`config.mk`:
```
export PLATFORM = sky130hd
export DESIGN_NAME = uart_tx_buffer_flat
export DESIGN_NICKNAME = d
export VERILOG_FILES = /design/src/rtl/uart_tx_buffer_pkg.sv /design/src/rtl/uart_tx_buffer_if.sv /design/src/rtl/uart_tx_buffer_sync_fifo.sv /design/src/rtl/uart_tx_buffer.sv /design/src/flat_wrapper.sv
export SDC_FILE = /design/constraint.sdc
export NUM_CORES = 1
export LEC_CHECK = 0
export BUFFER_PORTS_ARGS = -buffer_cell sky130_fd_sc_hd__clkbuf_2
export CORE_AREA = 2 2 86 129
export DETAILED_ROUTE_END_ITERATION = 8
export DIE_AREA = 0 0 88 131
export PLACE_DENSITY = 0.78
export SETUP_SLACK_MARGIN = 0.4
export SLEW_MARGIN = 40
export SYNTH_ARGS = -nofsm -noshare
export SYNTH_HDL_FRONTEND = slang
export SYNTH_SLANG_ARGS = --single-unit
```
`constraint.sdc`:
```
create_clock -name Clk -period 3.25 [get_ports Clk]
set_clock_uncertainty 0.1 [all_clocks]
set_input_delay 0.8125 -clock Clk [delete_from_list [all_inputs] [get_ports Clk]]
set_output_delay 0.8125 -clock Clk [all_outputs]
set_load 0.05 [all_outputs]
```
`src/rtl/uart_tx_buffer_pkg.sv`:
```
// Shared definitions for the UART transmit buffer: default widths and the
// send sequencer state encoding.
package uart_tx_buffer_pkg;

    // Width of one queued word; must match the downstream transmitter.
    localparam int UART_DATA_WIDTH = 8;

    // Default FIFO depth exponent (16 entries).
    localparam int UART_DEPTH_LOG2 = 4;

    // Send sequencer states: IDLE looks for a word to hand off, WAIT holds
    // the handed-off word until the transmitter reports the frame is done.
    typedef enum logic {
        IDLE = 1'b0,
        WAIT = 1'b1
    } tx_state_e;

endpackage

```
`src/rtl/uart_tx_buffer_if.sv`:
```
// Producer/transmitter-facing signal bundle of the UART transmit buffer.
// The master side is the environment (producer plus transmitter); the slave
// side is the buffer itself.
interface uart_tx_buffer_if #(
    parameter int DATA_WIDTH = 8,
    parameter int DEPTH_LOG2 = 4
);

    logic                  wr_en;
    logic [DATA_WIDTH-1:0] wr_data;
    logic                  full;
    logic                  empty;
    logic [DEPTH_LOG2:0]   level;
    logic                  overflow;
    logic [DATA_WIDTH-1:0] tx_data;
    logic                  send_en;
    logic                  Tx_Done;
    logic                  busy;

    modport master (
        output wr_en,
        output wr_data,
        output Tx_Done,
        input  full,
        input  empty,
        input  level,
        input  overflow,
        input  tx_data,
        input  send_en,
        input  busy
    );

    modport slave (
        input  wr_en,
        input  wr_data,
        input  Tx_Done,
        output full,
        output empty,
        output level,
        output overflow,
        output tx_data,
        output send_en,
        output busy
    );

endinterface

```
`src/rtl/uart_tx_buffer_sync_fifo.sv`:
```
// Synchronous byte FIFO with a registered read port. A pop loads the head
// word into rd_data, which then stays put until the next pop, so it can feed
// the transmitter data input directly.
module sync_fifo
    import uart_tx_buffer_pkg::*;
#(
    parameter int DATA_WIDTH = UART_DATA_WIDTH,
    parameter int DEPTH_LOG2 = UART_DEPTH_LOG2
) (
    input  logic                  clk,
    input  logic                  rst_n,
    input  logic                  wr_en,
    input  logic [DATA_WIDTH-1:0] wr_data,
    input  logic                  rd_en,
    output logic [DATA_WIDTH-1:0] rd_data,
    output logic                  full,
    output logic                  empty,
    output logic [DEPTH_LOG2:0]   level,
    output logic                  overflow
);

    localparam int DEPTH   = 1 << DEPTH_LOG2;
    localparam int LEVEL_W = DEPTH_LOG2 + 1;

    logic [DATA_WIDTH-1:0] mem_q [DEPTH];

    logic [DEPTH_LOG2-1:0] wr_ptr_q, wr_ptr_d;
    logic [DEPTH_LOG2-1:0] rd_ptr_q, rd_ptr_d;
    logic [LEVEL_W-1:0]    level_q, level_d;
    logic                  overflow_q, overflow_d;
    logic [DATA_WIDTH-1:0] rd_data_q, rd_data_d;

    logic full_w;
    logic empty_w;
    logic pop;
    logic wr_accept;

    assign full_w  = (level_q == LEVEL_W'(DEPTH));
    assign empty_w = (level_q == '0);

    assign rd_data  = rd_data_q;
    assign full     = full_w;
    assign empty    = empty_w;
    assign level    = level_q;
    assign overflow = overflow_q;

    // A write into a full FIFO still lands when a pop frees a slot in the same cycle.
    always_comb begin
        pop        = rd_en && !empty_w;
        wr_accept  = wr_en && (!full_w || pop);
        overflow_d = wr_en && !wr_accept;

        wr_ptr_d  = wr_accept ? wr_ptr_q + DEPTH_LOG2'(1) : wr_ptr_q;
        rd_ptr_d  = pop       ? rd_ptr_q + DEPTH_LOG2'(1) : rd_ptr_q;
        rd_data_d = pop       ? mem_q[rd_ptr_q]           : rd_data_q;

        level_d = level_q;
        case ({wr_accept, pop})
            2'b10:   level_d = level_q + LEVEL_W'(1);
            2'b01:   level_d = level_q - LEVEL_W'(1);
            default: level_d = level_q;
        endcase
    end

    // Pointer, level, overflow pulse and read port registers.
    always_ff @(posedge clk or negedge rst_n) begin
        if (!rst_n) begin
            wr_ptr_q   <= '0;
            rd_ptr_q   <= '0;
            level_q    <= '0;
            overflow_q <= 1'b0;
            rd_data_q  <= '0;
        end else begin
            wr_ptr_q   <= wr_ptr_d;
            rd_ptr_q   <= rd_ptr_d;
            level_q    <= level_d;
            overflow_q <= overflow_d;
            rd_data_q  <= rd_data_d;
        end
    end

    // Storage array; contents need no reset because level gates every read.
    always_ff @(posedge clk) begin
        if (wr_accept) begin
            mem_q[wr_ptr_q] <= wr_data;
        end
    end

endmodule

```
`src/rtl/uart_tx_buffer.sv`:
```
// UART transmit buffer: queues producer bytes and hands them one at a time
// to the transmitter, waiting for Tx_Done before issuing the next byte.
module uart_tx_buffer
    import uart_tx_buffer_pkg::*;
#(
    parameter int DATA_WIDTH = UART_DATA_WIDTH,
    parameter int DEPTH_LOG2 = UART_DEPTH_LOG2
) (
    input  logic            Clk,
    input  logic            Rst_n,
    uart_tx_buffer_if.slave bus
);

    tx_state_e state_q, state_d;
    logic      send_en_q, send_en_d;
    logic      busy_q, busy_d;
    logic      pop;
    logic      fifo_empty;

    assign bus.empty   = fifo_empty;
    assign bus.send_en = send_en_q;
    assign bus.busy    = busy_q;

    sync_fifo #(
        .DATA_WIDTH (DATA_WIDTH),
        .DEPTH_LOG2 (DEPTH_LOG2)
    ) u_fifo (
        .clk      (Clk),
        .rst_n    (Rst_n),
        .wr_en    (bus.wr_en),
        .wr_data  (bus.wr_data),
        .rd_en    (pop),
        .rd_data  (bus.tx_data),
        .full     (bus.full),
        .empty    (fifo_empty),
        .level    (bus.level),
        .overflow (bus.overflow)
    );

    // Send sequencer: pop and pulse send_en from IDLE, then hold until Tx_Done.
    always_comb begin
        state_d   = state_q;
        send_en_d = 1'b0;
        busy_d    = busy_q;
        pop       = 1'b0;
        case (state_q)
            IDLE: begin
                if (!fifo_empty) begin
                    pop       = 1'b1;
                    send_en_d = 1'b1;
                    busy_d    = 1'b1;
                    state_d   = WAIT;
                end
            end
            WAIT: begin
                if (bus.Tx_Done) begin
                    busy_d  = 1'b0;
                    state_d = IDLE;
                end
            end
            default: begin
                state_d = IDLE;
                busy_d  = 1'b0;
            end
        endcase
    end

    // Sequencer state and its registered outputs; reset aborts any frame in flight.
    always_ff @(posedge Clk or negedge Rst_n) begin
        if (!Rst_n) begin
            state_q   <= IDLE;
            send_en_q <= 1'b0;
            busy_q    <= 1'b0;
        end else begin
            state_q   <= state_d;
            send_en_q <= send_en_d;
            busy_q    <= busy_d;
        end
    end

endmodule

```
`src/flat_wrapper.sv`:
```
// flat-port wrapper written by rule: the top's interface ports become plain ports
module uart_tx_buffer_flat import uart_tx_buffer_pkg::*;
#(
    parameter int DATA_WIDTH = UART_DATA_WIDTH,
    parameter int DEPTH_LOG2 = UART_DEPTH_LOG2
)
  (Clk, Rst_n, bus_wr_en, bus_wr_data, bus_Tx_Done, bus_full, bus_empty, bus_level, bus_overflow, bus_tx_data, bus_send_en, bus_busy);
  uart_tx_buffer_if #(.DATA_WIDTH(DATA_WIDTH), .DEPTH_LOG2(DEPTH_LOG2)) bus_i ();
  input  logic Clk;
  input  logic Rst_n;
  input wire logic [$bits(bus_i.wr_en)-1:0] bus_wr_en;
  input wire logic [$bits(bus_i.wr_data)-1:0] bus_wr_data;
  input wire logic [$bits(bus_i.Tx_Done)-1:0] bus_Tx_Done;
  output wire logic [$bits(bus_i.full)-1:0] bus_full;
  output wire logic [$bits(bus_i.empty)-1:0] bus_empty;
  output wire logic [$bits(bus_i.level)-1:0] bus_level;
  output wire logic [$bits(bus_i.overflow)-1:0] bus_overflow;
  output wire logic [$bits(bus_i.tx_data)-1:0] bus_tx_data;
  output wire logic [$bits(bus_i.send_en)-1:0] bus_send_en;
  output wire logic [$bits(bus_i.busy)-1:0] bus_busy;
  assign bus_i.wr_en = bus_wr_en;
  assign bus_i.wr_data = bus_wr_data;
  assign bus_i.Tx_Done = bus_Tx_Done;
  assign bus_full = bus_i.full;
  assign bus_empty = bus_i.empty;
  assign bus_level = bus_i.level;
  assign bus_overflow = bus_i.overflow;
  assign bus_tx_data = bus_i.tx_data;
  assign bus_send_en = bus_i.send_en;
  assign bus_busy = bus_i.busy;
  uart_tx_buffer #(.DATA_WIDTH(DATA_WIDTH), .DEPTH_LOG2(DEPTH_LOG2)) u_core (.Clk(Clk), .Rst_n(Rst_n), .bus(bus_i));
endmodule
```
==> qor.csv <==
stage,metric,value,unit
run_status,result of the run,"finished, final reports clean",
yosys,commonest register cell after synthesis,edfxtp_1,
clock_network,clock tree sinks,153,
worst_setup_path,stage delay of the slowest cell on the critical path,0.46,ns
worst_setup_path,worst-path cell with the longest stage delay,dfrtp_2,
pwr,worst voltage drop across the vdd grid,0.4394,mV
worst_setup_path,"Cell Chain, Critical Path",nor4_4 -> and2_1 -> clkbuf_2,
worst_setup_path,path type of the worst setup path,flop to output pin,
final_layout,layout cell share with drive strength beyond 1,30.57,%
detailed_routing,initial detailed-routing violation count,198,
worst_setup_path,crit end category,output pin,
timing,RSZ-0062 raised after global routing,false,
timing,fin. max-slew vios,0,
yosys,post-synthesis sequential area ratio,72.71,%
clock_network,clock latency reported for the late side of the worst-skew pair,0.41,ns
timing,Final setup violation count,0,
detailed_routing,Detailed Route WL,11730,µm
yosys,"FF+latch count, synth",153,
final_layout,layout overhead on the synthesized area,16.12,%
detailed_routing,number of antenna-violating nets in the routed design,0,
clock_network,# H-tree levels,4,
yosys,dominant cell by count in the synthesized netlist,edfxtp_1,
clock_network,Clk Tree Root Cell,clkbuf_16,
detailed_routing,number of optimization iterations in the first detailed-route pass,4,
floorplan,Core Box Area,10420,µm²
worst_setup_path,Reg2Reg Launch Point,u_core.u_fifo.level[0],
final_layout,area occupied by multi-input gates,1564,µm²
floorplan,Total Die Area,11530,µm²
timing,highest attainable clock frequency,378.5,MHz
yosys,"Cell Area, Synth",6147,µm²
worst_setup_path,startpoint class of the critical path,flop,
timing,"crit path setup slack, layout",0.6082,ns
clock_network,"Gates resized, CTS repair",0,
global_routing,total global routing track utilization,22.54,%
yosys,post-synth top area share,62.53,%
worst_setup_path,FF-to-FF setup slack,0.73,ns
floorplan,chip width,88,µm
worst_hold_path,type of the worst min-delay path,primary input to async pin,
timing,Slew HR,44.84,%
floorplan,number of ports placed on the die boundary,30,
clock_network,TritonCTS clock tree,yes,
yosys,number of enable-type register cells in the synthesized netlist,128,
place,port bufs,29,
place,HPWL reported at the end of detailed placement,7540,µm
timing,final sum of negative setup slack,0,ns
global_routing,via count of the first global-routing pass,3339,
detailed_routing,detailed-route wire length per cell,22.13,µm
yosys,syn nets,342,
pwr,static leakage power,2.516,nW
timing,final worst-path cycle share,81.29,%
worst_setup_path,Worst Reg2Reg Path Length in Cells,12,
yosys,Area contributors post-synth,"edfxtp_1 (63%), dfrtp_1 (10%), mux4_2 (7.3%), mux4_1 (4.7%), mux2_2 (1.8%)",
final_layout,layout net count,393,
yosys,cell type with the largest total area after synthesis,edfxtp_1,
yosys,mean cell area of the mapped netlist,19.09,µm²
detailed_routing,vias after detailed routing,3169,
yosys,count of different cell masters after synthesis,35,
global_routing,pin count of the biggest net entering global routing,32,
final_layout,count of filler cells inserted in the layout,642,
detailed_routing,DRC viols,0,
yosys,Synth async-reset ratio,16.34,%
worst_setup_path,Max Fanout on Critical Path,6,
worst_setup_path,Critical R2R Capture,u_core.u_fifo.level[4],
final_layout,Antenna Cells,0,
clock_network,number of buffers inserted for hold repair after clock tree synthesis,0,
global_routing,total overflow reported by the global router,0,
final_layout,final core utilization,68.52,%
place,post-detailed-placement cell area,6506,µm²
final_layout,finished layout cell area,7138,µm²
global_routing,antenna violations before repair,0,
clock_network,register clock-pin slew on the reported worst setup and hold paths,0.06,ns
final_layout,FF+latch area,4476,µm²
clock_network,TritonCTS buffer count,17,
clock_network,buffer levels on the longest clock path,2,
place,routability congestion estimate from global placement,0.7738,
timing,count of final hold-check violations,0,
floorplan,Std-Cell Rows,46,
floorplan,initial core utilization,59.01,%
timing,minimum clock period,2.642,ns
yosys,Synth top cells by count,"edfxtp_1 (128), dfrtp_1 (25), mux4_2 (20)",
global_routing,first-pass GRT wire length,17900,µm
timing,actual transition at the worst max-transition pin,0.8274,ns
worst_setup_path,required time at the endpoint of the critical path,2.34,ns
run,count of maximum capacitance violations,0,
yosys,Syn. warnings,0,
floorplan,height of the die,131,µm
clock_network,setup repair bufs after CTS,0,
detailed_routing,number of vias per cell after detailed routing,5.979,
yosys,cell count after synthesis,322,
pwr,PwrDens,935.4,nW/µm²
place,setup slack at placement,0.5303,ns
worst_setup_path,arrival time reported for the critical path endpoint,1.73,ns
-- critical path, delay by kind of cell (launching register included) --
family                 cells  cell delay [ns]
AND/OR/NAND/NOR            2             0.57
flip-flops                 1             0.46
buffers and inverters      1             0.29
-- where the power goes --
part           internal (W)  switching [W]
clock network       0.00128       0.000728
logic              0.000817        0.00107
registers           0.00244       0.000341
total               0.00454        0.00214
-- routing by layer --
layer | up-vias | part of all wire (%) | track usage, %
met3 | 28 | 3.6 | 5.653
li1 | 1396 | - | -
met2 | 91 | 55 | 39.30
met5 | - | 0 | 0
met1 | 1654 | 37 | 25.51
met4 | 0 | 3.6 | 11.31
-- stage by stage --
step	hold slack, ns	power (W)	std cells
after floorplan	0.4154	0.004239	322
after global placement	0.3956	0.004577	498
after detailed placement	0.4206	0.004686	498
after CTS	0.3309	0.006718	530
after global routing	0.3640	0.006983	530
final	0.3164	0.006677	530
-- cells by family after synthesis --
kind of cell,Yosys count,share of synthesized area (%)
DFF,153,72.71
adders and majority gates,8,1.628
muxes,45,14.51
buffers and inverters,22,2.443
and+or+nand+nor,45,3.521
AOI/OAI and AO/OA,37,3.481
xor gates and xnor gates,12,1.710
-- registers in the layout (all words and copies together) (netlist names) --
signal	flops
u_core.u_fifo.rd_data	8
u_core.u_fifo.level	5
u_core.bus.send_en	1
u_core.bus.busy	1
u_core.state_q	1
u_core.u_fifo.rd_ptr_q	4
u_core.u_fifo.wr_ptr_q	4
u_core.u_fifo.mem_q	128
u_core.u_fifo.overflow	1
-- how the worst max path moves through the flow --
stage                                 startpoint                      to  slack (ns)  cells past startpoint
after global placement    u_core.u_fifo.level[0]  u_core.u_fifo.level[4]        0.64                     11
after global routing      u_core.u_fifo.level[0]  u_core.u_fifo.level[4]        0.43                     12
after CTS                 u_core.u_fifo.level[0]  u_core.u_fifo.level[4]        0.51                     11
after floorplan           u_core.u_fifo.level[0]  u_core.u_fifo.level[4]        0.42                     13
final                     u_core.u_fifo.level[0]               bus_empty        0.61                      3
after detailed placement  u_core.u_fifo.level[0]  u_core.u_fifo.level[4]        0.53                     11
-- final cells by class --
type / instances / share of cell area, %
sequential: 153 / 62.70
multi-input combinational: 147 / 21.91
clock buffer: 19 / 6.065
timing repair buffer: 48 / 4.032
tap: 144 / 2.524
clock inverter: 13 / 2.454
inverter: 6 / 0.3155
-- layout by cell type, fill, tap and decap left out, types with 2 or more instances in the layout --
master,n
dfrtp_1,20
clkinvlp_4,2
clkbuf_2,29
clkinv_2,3
mux2i_1,4
clkbuf_16,17
dfrtp_2,5
xnor2_1,8
nand2_1,9
mux2_2,10
nor2b_1,2
ha_1,6
nand4_1,2
a21oi_1,12
buf_4,19
mux4_2,20
xor2_1,4
o22ai_1,15
o21ai_0,6
nand2b_1,3
edfxtp_1,128
nor2_1,15
clkinv_1,2
nor3_1,6
clkbuf_1,2
inv_1,6
bufinv_16,4
mux4_1,11
Note: power is estimated with default switching activity, not from simulation.
